## config.mk

```make
export PLATFORM = sky130hd
export DESIGN_NAME = uart_tx_fifo
export DESIGN_NICKNAME = d
export VERILOG_FILES = /design/src/rtl/uart_tx_fifo.sv
export SDC_FILE = /design/constraint.sdc
export NUM_CORES = 1
export LEC_CHECK = 0
export BUFFER_PORTS_ARGS = -buffer_cell sky130_fd_sc_hd__buf_2
export CORE_MARGIN = 2
export CORE_UTILIZATION = 60
export DETAILED_ROUTE_END_ITERATION = 10
export PLACE_DENSITY = 0.76
export SLEW_MARGIN = 40
export SYNTH_ARGS = -nofsm -noshare
export SYNTH_HDL_FRONTEND = slang
export SYNTH_SLANG_ARGS = --single-unit
export TNS_END_PERCENT = 50
```

## constraint.sdc

```tcl
create_clock -name clock -period 3.3 [get_ports clock]
set_input_delay 0.66 -clock clock [delete_from_list [all_inputs] [get_ports clock]]
set_output_delay 0.66 -clock clock [all_outputs]
set_load 0.01 [all_outputs]
```

## src/rtl/uart_tx_fifo.sv

```systemverilog
// Buffered 8N1 UART transmitter: valid/ready byte input into a FIFO, drained
// LSB-first onto txd by a bit serialiser with a fixed-length bit period.
module uart_tx_fifo #(
  parameter int CLK_PER_HALF_BIT = 5208,
  parameter int FIFO_DEPTH       = 16
) (
  input  logic                          clock,
  input  logic                          resetn,
  input  logic                          in_valid,
  input  logic [7:0]                    in_data,
  output logic                          in_ready,
  output logic                          txd,
  output logic                          busy,
  output logic [$clog2(FIFO_DEPTH):0]   level
);

  localparam int AW = $clog2(FIFO_DEPTH);
  localparam int CW = $clog2(2 * CLK_PER_HALF_BIT);
  localparam logic [CW-1:0] BIT_LAST = CW'(2 * CLK_PER_HALF_BIT - 1);
  localparam logic [AW:0]   LVL_FULL = (AW + 1)'(FIFO_DEPTH);

  typedef enum logic [1:0] {IDLE, START, DATA, STOP} state_t;

  logic [7:0]    mem [FIFO_DEPTH];
  logic [AW-1:0] wr_ptr, rd_ptr;
  logic [AW:0]   level_q;
  logic          push, pop;
  logic [7:0]    head;

  state_t        state_q, state_d;
  logic [CW-1:0] cnt_q, cnt_d;
  logic [7:0]    shift_q, shift_d;
  logic [2:0]    idx_q, idx_d;
  logic          txd_q, txd_d;

  // Space is judged from the registered level only, so a same-edge pop
  // never lets a push into a full FIFO.
  assign in_ready = (level_q != LVL_FULL);
  assign push     = in_valid && in_ready;
  assign level    = level_q;
  assign head     = mem[rd_ptr];
  assign txd      = txd_q;
  assign busy     = (state_q != IDLE) || (level_q != '0);

  // NOTE: the storage array is deliberately left out of reset; validity is
  // defined by the pointers and level, which keeps it mappable to RAM.
  always_ff @(posedge clock) begin
    if (push) mem[wr_ptr] <= in_data;
  end

  // NOTE: sequential state uses non-blocking assignments only, so every
  // flop samples pre-edge values regardless of statement order.
  always_ff @(posedge clock or negedge resetn) begin
    if (!resetn) begin
      wr_ptr  <= '0;
      rd_ptr  <= '0;
      level_q <= '0;
    end else begin
      if (push) wr_ptr <= wr_ptr + AW'(1);
      if (pop)  rd_ptr <= rd_ptr + AW'(1);
      case ({push, pop})
        2'b10:   level_q <= level_q + (AW + 1)'(1);
        2'b01:   level_q <= level_q - (AW + 1)'(1);
        default: level_q <= level_q;
      endcase
    end
  end

  always_ff @(posedge clock or negedge resetn) begin
    if (!resetn) begin
      state_q <= IDLE;
      cnt_q   <= '0;
      shift_q <= '0;
      idx_q   <= '0;
      txd_q   <= 1'b1;
    end else begin
      state_q <= state_d;
      cnt_q   <= cnt_d;
      shift_q <= shift_d;
      idx_q   <= idx_d;
      txd_q   <= txd_d;
    end
  end

  // NOTE: every output of this block gets a default first, so no path
  // leaves a signal unassigned and no latch is inferred.
  always_comb begin
    state_d = state_q;
    cnt_d   = cnt_q;
    shift_d = shift_q;
    idx_d   = idx_q;
    txd_d   = txd_q;
    pop     = 1'b0;

    unique case (state_q)
      IDLE: begin
        if (level_q != '0) begin
          pop     = 1'b1;
          shift_d = head;
          txd_d   = 1'b0;
          cnt_d   = BIT_LAST;
          state_d = START;
        end
      end

      START: begin
        if (cnt_q == '0) begin
          txd_d   = shift_q[0];
          idx_d   = '0;
          cnt_d   = BIT_LAST;
          state_d = DATA;
        end else begin
          cnt_d = cnt_q - CW'(1);
        end
      end

      DATA: begin
        if (cnt_q == '0) begin
          cnt_d = BIT_LAST;
          if (idx_q == 3'd7) begin
            txd_d   = 1'b1;
            state_d = STOP;
          end else begin
            idx_d   = idx_q + 3'd1;
            shift_d = shift_q >> 1;
            txd_d   = shift_q[1];
          end
        end else begin
          cnt_d = cnt_q - CW'(1);
        end
      end

      STOP: begin
        if (cnt_q == '0) begin
          // Chain straight into the next start bit when more bytes wait.
          if (level_q != '0) begin
            pop     = 1'b1;
            shift_d = head;
            txd_d   = 1'b0;
            cnt_d   = BIT_LAST;
            state_d = START;
          end else begin
            state_d = IDLE;
          end
        end else begin
          cnt_d = cnt_q - CW'(1);
        end
      end

      default: state_d = IDLE;
    endcase
  end

endmodule

```

==> impl_metrics.env, run 1 <==
export IMPL_path_delay_family="simple AND/OR/NAND/NOR gates"
export IMPL_globalRoute_busiestLayer="met2"
export IMPL_avgSynthCellArea_sq_um=15.0
export IMPL_finalSetupViolations=0
export IMPL_nets=562
export IMPL_path_clk_slew_ns=0.06
export IMPL_syn_cell_area_sq_um=7470
export IMPL_dr_first_iter_drc_count=457
export IMPL_clock_skew_ns=0.0101
export IMPL_yosysWarningCount=0
export IMPL_ir_drop_uv=430
export IMPL_ys_seq_area_share_pct=65.2
export IMPL_viasPerCell=6.17
export IMPL_fill_cells=757
export IMPL_grt_max_degree=42
export IMPL_rr_startpoint="cnt_q[4]$_DFF_PN0_"
export IMPL_multi_input_area_sq_um=2460
export IMPL_final_area_sq_um=8420
export IMPL_grt_pass1_wl_mm=23.5
export IMPL_seq_area_sq_um=4870
export IMPL_drv_slew=0
export IMPL_p_leak_nw=2.98
export IMPL_clk_root_buffer_cell="clkbuf_16"
export IMPL_die_area_sq_um=13400
export IMPL_cts_made_buffers=17
export IMPL_cts_tree="yes"
export IMPL_setup_worst_path_start="cnt_q[4]$_DFF_PN0_"
export IMPL_worst_path_largest_cell_delay_ns=0.45
export IMPL_crit_fanout=6
export IMPL_grt_overflow=0
export IMPL_global_route_usage_met3_pct=6.64
export IMPL_path_class="flop to flop"
export IMPL_fin_setup_tns_ns=0
export IMPL_placedInstanceArea_sq_um=7820
export IMPL_final_antenna_net_count=0
export IMPL_cpMaxStageDelayCell="dfrtp_1"
export IMPL_hold_buffers=0
export IMPL_cap_violations=0
export IMPL_required_ns=3.65
export IMPL_dieWidth_um=116
export IMPL_port_buffers=18
export IMPL_start_kind="flop"
export IMPL_htreeDepth=4
export IMPL_synth_edff_count=128
export IMPL_clkLatencyLatePin_ns=0.43
export IMPL_synth_ff_type="edfxtp_1"
export IMPL_grtUsageMet1_pct=32.6
export IMPL_max_slew_margin_pct=44.5
export IMPL_rsz0062_at_grt="false"
export IMPL_clock_fmax_ghz=0.327
export IMPL_synth_cell_types=64
export IMPL_cp_end_kind="flop"
export IMPL_start_util_pct=61.9
export IMPL_hold_class="input pin to async pin"
export IMPL_use_met2_pct=40.4
export IMPL_ios=19
export IMPL_min_period_ns=3.06
export IMPL_crit_buf_inv=1
export IMPL_coreArea_sq_um=12100
export IMPL_status="finished clean"
export IMPL_rows=40
export IMPL_vias=4405
export IMPL_grt_pass1_vias=4281
export IMPL_hold_viol=0
export IMPL_cts_sinks=169
export IMPL_die_y_um=116
export IMPL_wl_per_cell_um=21.3
export IMPL_cp_cell_sequence="nor4_4 > nor3b_4 > a31oi_4 > nor3_4 > ha_2 > inv_1 > fa_1 > nor2b_1 > o21ai_0 > and3_1 > nor3_1 > xor2_1"
export IMPL_route_detailed_drc=0
export IMPL_tightestPinTransition_ns=0.826
export IMPL_n_antenna_cell=0
export IMPL_cts_buffer_depth=2
export IMPL_layout_drive_gt1_share_pct=22.0
export IMPL_antenna_found_initial=0
export IMPL_syn_num_nets=528
export IMPL_syn_inst=499
export IMPL_crit_arrival_ns=3.41
export IMPL_ys_seq_elements=169
export IMPL_grt_usage_pct=24.5
export IMPL_place_congestion=0.887
export IMPL_dp_hpwl_mm=9.52
export IMPL_powerDensity_nw_per_um2=605
export IMPL_fin_crit_sh_pct=92.6
export IMPL_firstDrtPassIters=6
export IMPL_totalWireLength_mm=15.2
export IMPL_area_growth_pct=12.8
export IMPL_async_reset_ff_share_pct=24.3
[sequential cells by signal (all words and copies together), names as in the netlist]
| signal | cells |
|---|---|
| wr_ptr | 4 |
| txd | 1 |
| rd_ptr | 4 |
| mem | 128 |
| state_q | 2 |
| shift_q | 8 |
| idx_q | 3 |
| level | 5 |
| cnt_q | 14 |
[cells by family (layout without fill, tap and decap cells)]
logic type               after synthesis  after routing  synth area share, %
buffers and inverters                 42             89                 2.34
AO/OA/AOI/OAI                         90             90                 8.24
AND/OR/NAND/NOR                      105            105                 7.65
flip-flops                           169            169                 65.2
adder cells (fa/ha/maj)               18             18                 3.12
multiplexers                          65             65                 12.3
XOR/XNOR                              10             10                 1.17
[synth_stat cells (all sizes together) (2+ instances only)]
| cell type | number | area share [%] |
|---|---|---|
| and2 | 4 | 0.33 |
| buf | 12 | 0.84 |
| nand3 | 2 | 0.13 |
| nand2b | 5 | 0.42 |
| nand2 | 28 | 1.4 |
| o31ai | 3 | 0.37 |
| nor2b | 5 | 0.42 |
| clkbuf | 11 | 0.55 |
| mux4 | 20 | 6.0 |
| and3 | 2 | 0.17 |
| nor4 | 4 | 0.70 |
| a32oi | 7 | 0.82 |
| xor2 | 6 | 0.70 |
| ha | 17 | 2.8 |
| dfrtp | 40 | 13 |
| mux2 | 10 | 1.6 |
| edfxtp | 128 | 51 |
| xnor2 | 4 | 0.47 |
| o221a | 4 | 0.60 |
| a31oi | 6 | 0.59 |
| a211o | 2 | 0.23 |
| o21ai | 23 | 1.5 |
| o22a | 2 | 0.23 |
| a22o | 2 | 0.23 |
| nor3 | 12 | 0.95 |
| inv | 19 | 0.95 |
| a21oi | 18 | 1.2 |
| nor2 | 27 | 1.4 |
| or4 | 2 | 0.20 |
| mux2i | 35 | 4.7 |
| o211ai | 2 | 0.20 |
| or3 | 2 | 0.17 |
| a21boi | 3 | 0.30 |
| nand4 | 6 | 0.50 |
| a22oi | 7 | 0.70 |
| a211oi | 2 | 0.20 |
| nor3b | 2 | 0.35 |
[worst reg2reg max path, cell delays in order, from the launching register on]
cell     delay, ns
dfrtp_1       0.45
nor4_4        0.31
nor3b_4       0.33
a31oi_4       0.18
nor3_4        0.22
ha_2          0.24
inv_1         0.08
fa_1          0.40
nor2b_1       0.13
o21ai_0       0.11
and3_1        0.20
nor3_1        0.17
xor2_1        0.16
[cell usage in the layout, fill, tap and decap left out, types with 4 or more instances in the layout]
cell type  instances
ha_1              16
nor2b_1            5
o221a_2            4
edfxtp_1         128
nand4_1            6
buf_2             17
a32oi_1            7
mux4_2            20
a31oi_1            5
nor2_2             5
clkbuf_1           5
nor2_1            22
dfrtp_1           37
inv_1             19
xnor2_1            4
o21ai_0           22
a22oi_1            7
nand2_1           28
buf_4             21
nor3_1            11
xor2_1             6
mux2i_1           35
nand2b_1           5
clkbuf_16         17
a21oi_1           18
mux2_2             8
[area by class of cell]
class | instances | area share, %
inverters | 19 | 0.847
multi-input cells | 288 | 29.2
clock inverters | 10 | 1.46
flip-flops and latches | 169 | 57.9
repair buffers | 38 | 2.88
well taps | 168 | 2.50
clock buffers | 22 | 5.27
[path summary, 6_finish.rpt]
kind                                         end  slack [ns]  cells past startpoint
setup / recovery            level[4]$_DFFE_PN0P_        0.24                     12
hold reg to reg              cnt_q[10]$_DFF_PN0_        0.48                      1
hold / removal              idx_q[2]$_DFFE_PN0P_        0.21                      1
setup reg to reg            level[4]$_DFFE_PN0P_        0.24                     12
max in group asynchronous  rd_ptr[2]$_DFFE_PN0P_        2.69                      1
min in group clock           cnt_q[10]$_DFF_PN0_        0.48                      1
[power breakdown]
part           switching, mW  total [mW]  leakage [nW]  internal, mW
logic                  0.364       0.568          1.09         0.204
clock network          0.792        1.91         0.271          1.12
registers              0.111        2.62          1.63          2.51
total                   1.27        5.10          2.98          3.83
[stage by stage]
stage / cells / utilization (%) / setup WS (ns) / power (mW) / hold WS (ns)
global route: 714 / 69.8 / 0.00323 / 5.29 / 0.241
finish: 714 / 69.8 / 0.243 / 5.10 / 0.209
global placement: 681 / 64.8 / 0.304 / 3.17 / 0.469
detailed placement: 681 / 64.8 / 0.179 / 3.21 / 0.472
floorplan: 499 / - / 0.423 / 2.98 / 0.364
CTS: 713 / 69.5 / 0.136 / 5.13 / 0.220
[what timing repair did]
action,in CTS,in global routing
buffers inserted,0,1
setup endpoints to repair,0,1
gates resized for setup,0,4
[layer usage]
layer / part of all wire [%] / vias to the layer above
met4: 1.7 / 0
met5: 0 / -
li1: - / 1985
met3: 6.0 / 24
met2: 51 / 157
met1: 42 / 2239
Power figures use the tool's default switching activity.
==> run 2: changes to the inputs <==
Settings changed: BUFFER_PORTS_ARGS -buffer_cell sky130_fd_sc_hd__buf_2 to not set, DONT_BUFFER_PORTS set to 1, PLACE_DENSITY 0.76 to 0.75.
==> run 2 against run 1 <==
  * Via count is 2.8% lower
  * Clock-buffer cell count is 5 lower
  * Critical path depth stayed put
  * Global-route usage is 0.28 points higher
  * Sequential share of layout area is 0.81 points higher
  * Hold slack worse by 0.13 ns
  * Sequential power hardly changed
  * Critical endpoint unchanged
  * Cell count is 2.4% lower
  * Register-to-register slack hardly changed
  * Flip-flop and latch count stayed put
  * Largest cell class unchanged
  * Utilization is 0.99 points lower
  * Maximum frequency is 0.19% higher
==> impl_metrics.env, run 2 (synthesized netlist as in run 1, its figures left out) <==
export IMPL_status="finished clean"
export IMPL_n_antenna_cell=0
export IMPL_grt_pass1_wl_mm=24.1
export IMPL_powerDensity_nw_per_um2=591
export IMPL_rows=40
export IMPL_totalPowerFinal_mw=4.91
export IMPL_totalWireLength_mm=15.2
export IMPL_cp_cell_sequence="nor4_4 > nor3b_4 > a31oi_2 > nor3_4 > ha_2 > inv_1 > fa_1 > nor2b_1 > o21ai_0 > and3_1 > nor3_1 > xor2_1"
export IMPL_area_growth_pct=11.2
export IMPL_hold_viol=0
export IMPL_cp_end_kind="flop"
export IMPL_final_cell_mix="edfxtp_1, dfrtp_1, mux2i_1"
export IMPL_clock_skew_ns=0.0118
export IMPL_grt_pass1_vias=4373
export IMPL_grt_usage_pct=24.8
export IMPL_coreArea_sq_um=12100
export IMPL_wl_per_cell_um=21.9
export IMPL_post_cts_buffers=0
export IMPL_viasPerCell=6.14
export IMPL_largest_reg_flops=128
export IMPL_cts_made_buffers=17
export IMPL_start_kind="flop"
export IMPL_placedInstanceArea_sq_um=7730
export IMPL_clkLatencyLatePin_ns=0.43
export IMPL_route_detailed_drc=0
export IMPL_grt_max_degree=41
export IMPL_dp_hpwl_mm=9.89
export IMPL_layout_drive_gt1_share_pct=19.8
export IMPL_cap_violations=0
export IMPL_fin_setup_tns_ns=0
export IMPL_required_ns=3.65
export IMPL_dr_first_iter_drc_count=370
export IMPL_rsz0062_at_grt="false"
export IMPL_cts_tree="yes"
export IMPL_ios=19
export IMPL_largestRegisters="mem (128), cnt_q (14), shift_q (8)"
export IMPL_antenna_found_initial=0
export IMPL_dieWidth_um=116
export IMPL_grt_overflow=0
export IMPL_clk_root_buffer_cell="clkbuf_16"
export IMPL_final_area_sq_um=8310
export IMPL_ir_drop_uv=439
export IMPL_cpMaxStageDelayCell="dfrtp_1"
export IMPL_cts_sinks=169
export IMPL_vias=4283
export IMPL_die_area_sq_um=13400
export IMPL_firstDrtPassIters=5
export IMPL_crit_fanout=6
export IMPL_htreeDepth=4
export IMPL_die_y_um=116
export IMPL_place_congestion=0.882
export IMPL_nets=545
export IMPL_finalSetupViolations=0
export IMPL_port_buffers=0
export IMPL_worst_path_largest_cell_delay_ns=0.45
export IMPL_clock_fmax_ghz=0.328
export IMPL_min_period_ns=3.05
export IMPL_max_slew_margin_pct=48.0
export IMPL_regMostFlops="mem"
export IMPL_cts_buffer_depth=2
export IMPL_p_leak_nw=2.89
export IMPL_hold_class="input pin to async pin"
export IMPL_drv_slew=0
export IMPL_final_common_cell="edfxtp_1"
export IMPL_start_util_pct=61.9
export IMPL_tightestPinTransition_ns=0.780
export IMPL_crit_arrival_ns=3.41
export IMPL_path_class="flop to flop"
export IMPL_final_antenna_net_count=0
export IMPL_fin_crit_sh_pct=92.4
export IMPL_path_clk_slew_ns=0.06
==> run 2: worst paths after layout <==
check | startpoint | to | slack, ns | depth (start not counted)
setup / recovery | cnt_q[4]$_DFF_PN0_ | level[4]$_DFFE_PN0P_ | 0.25 | 12
hold / removal | resetn | txd$_DFFE_PN1P_ | 0.08 | 0
setup reg to reg | cnt_q[4]$_DFF_PN0_ | level[4]$_DFFE_PN0P_ | 0.25 | 12
hold reg to reg | cnt_q[10]$_DFF_PN0_ | cnt_q[10]$_DFF_PN0_ | 0.49 | 1
max in group asynchronous | resetn | rd_ptr[2]$_DFFE_PN0P_ | 3.00 | 1
min in group clock | in_data[4] | mem[1][4]$_DFFE_PP_ | 0.33 | 0
==> run 2: power breakdown <==
group          total (mW)  internal [mW]  switching (mW)  leakage [nW]
registers            2.64           2.51           0.130          1.63
logic               0.499          0.184           0.315          1.02
clock network        1.77          0.959           0.811         0.245
total                4.91           3.65            1.26          2.89
==> run 2: area by class of cell <==
cell class	instances	area (sq um)
multi-input combinational	288	2450
timing repair buffer	21	170
tap	168	210
inverter	19	71.3
clock buffer	17	425
fill	777	3760
sequential	169	4870
clock inverter	15	103
==> run 2: what timing repair did <==
| action | 4_1_cts | 5_1_grt |
|---|---|---|
| endpoints found under the setup margin | 0 | 1 |
| hold endpoints to repair | 40 | 0 |
| hold buffers | 1 | 0 |
| gates resized for setup | 0 | 3 |
==> run 2: per-layer routing <==
| layer | up-vias | GRT usage [%] | wire, um |
|---|---|---|---|
| met5 | - | 0 | 0 |
| met4 | 0 | 8.27 | 268 |
| met3 | 20 | 5.28 | 898 |
| met2 | 154 | 41.1 | 7840 |
| met1 | 2158 | 33.2 | 6220 |
| li1 | 1951 | - | - |
==> run 2: through the flow <==
stage | setup WS (ns) | cells | hold slack [ns] | util [%]
after floorplan | 0.423 | 499 | 0.364 | -
after global placement | 0.337 | 664 | 0.366 | 64.1
after CTS | 0.178 | 697 | 0.0617 | 68.7
after global routing | 0.0136 | 697 | 0.0603 | 68.9
final | 0.249 | 697 | 0.0779 | 68.9
after detailed placement | 0.254 | 664 | 0.366 | 64.1
==> run 2: critical path: cells and delay by family, from the launching register on <==
family	cells	cell delay, ns
XOR/XNOR	1	0.16
adder cells (fa/ha/maj)	2	0.66
buffers and inverters	1	0.08
flip-flops	1	0.45
AND/OR/NAND/NOR	6	1.33
AO/OA/AOI/OAI	2	0.31
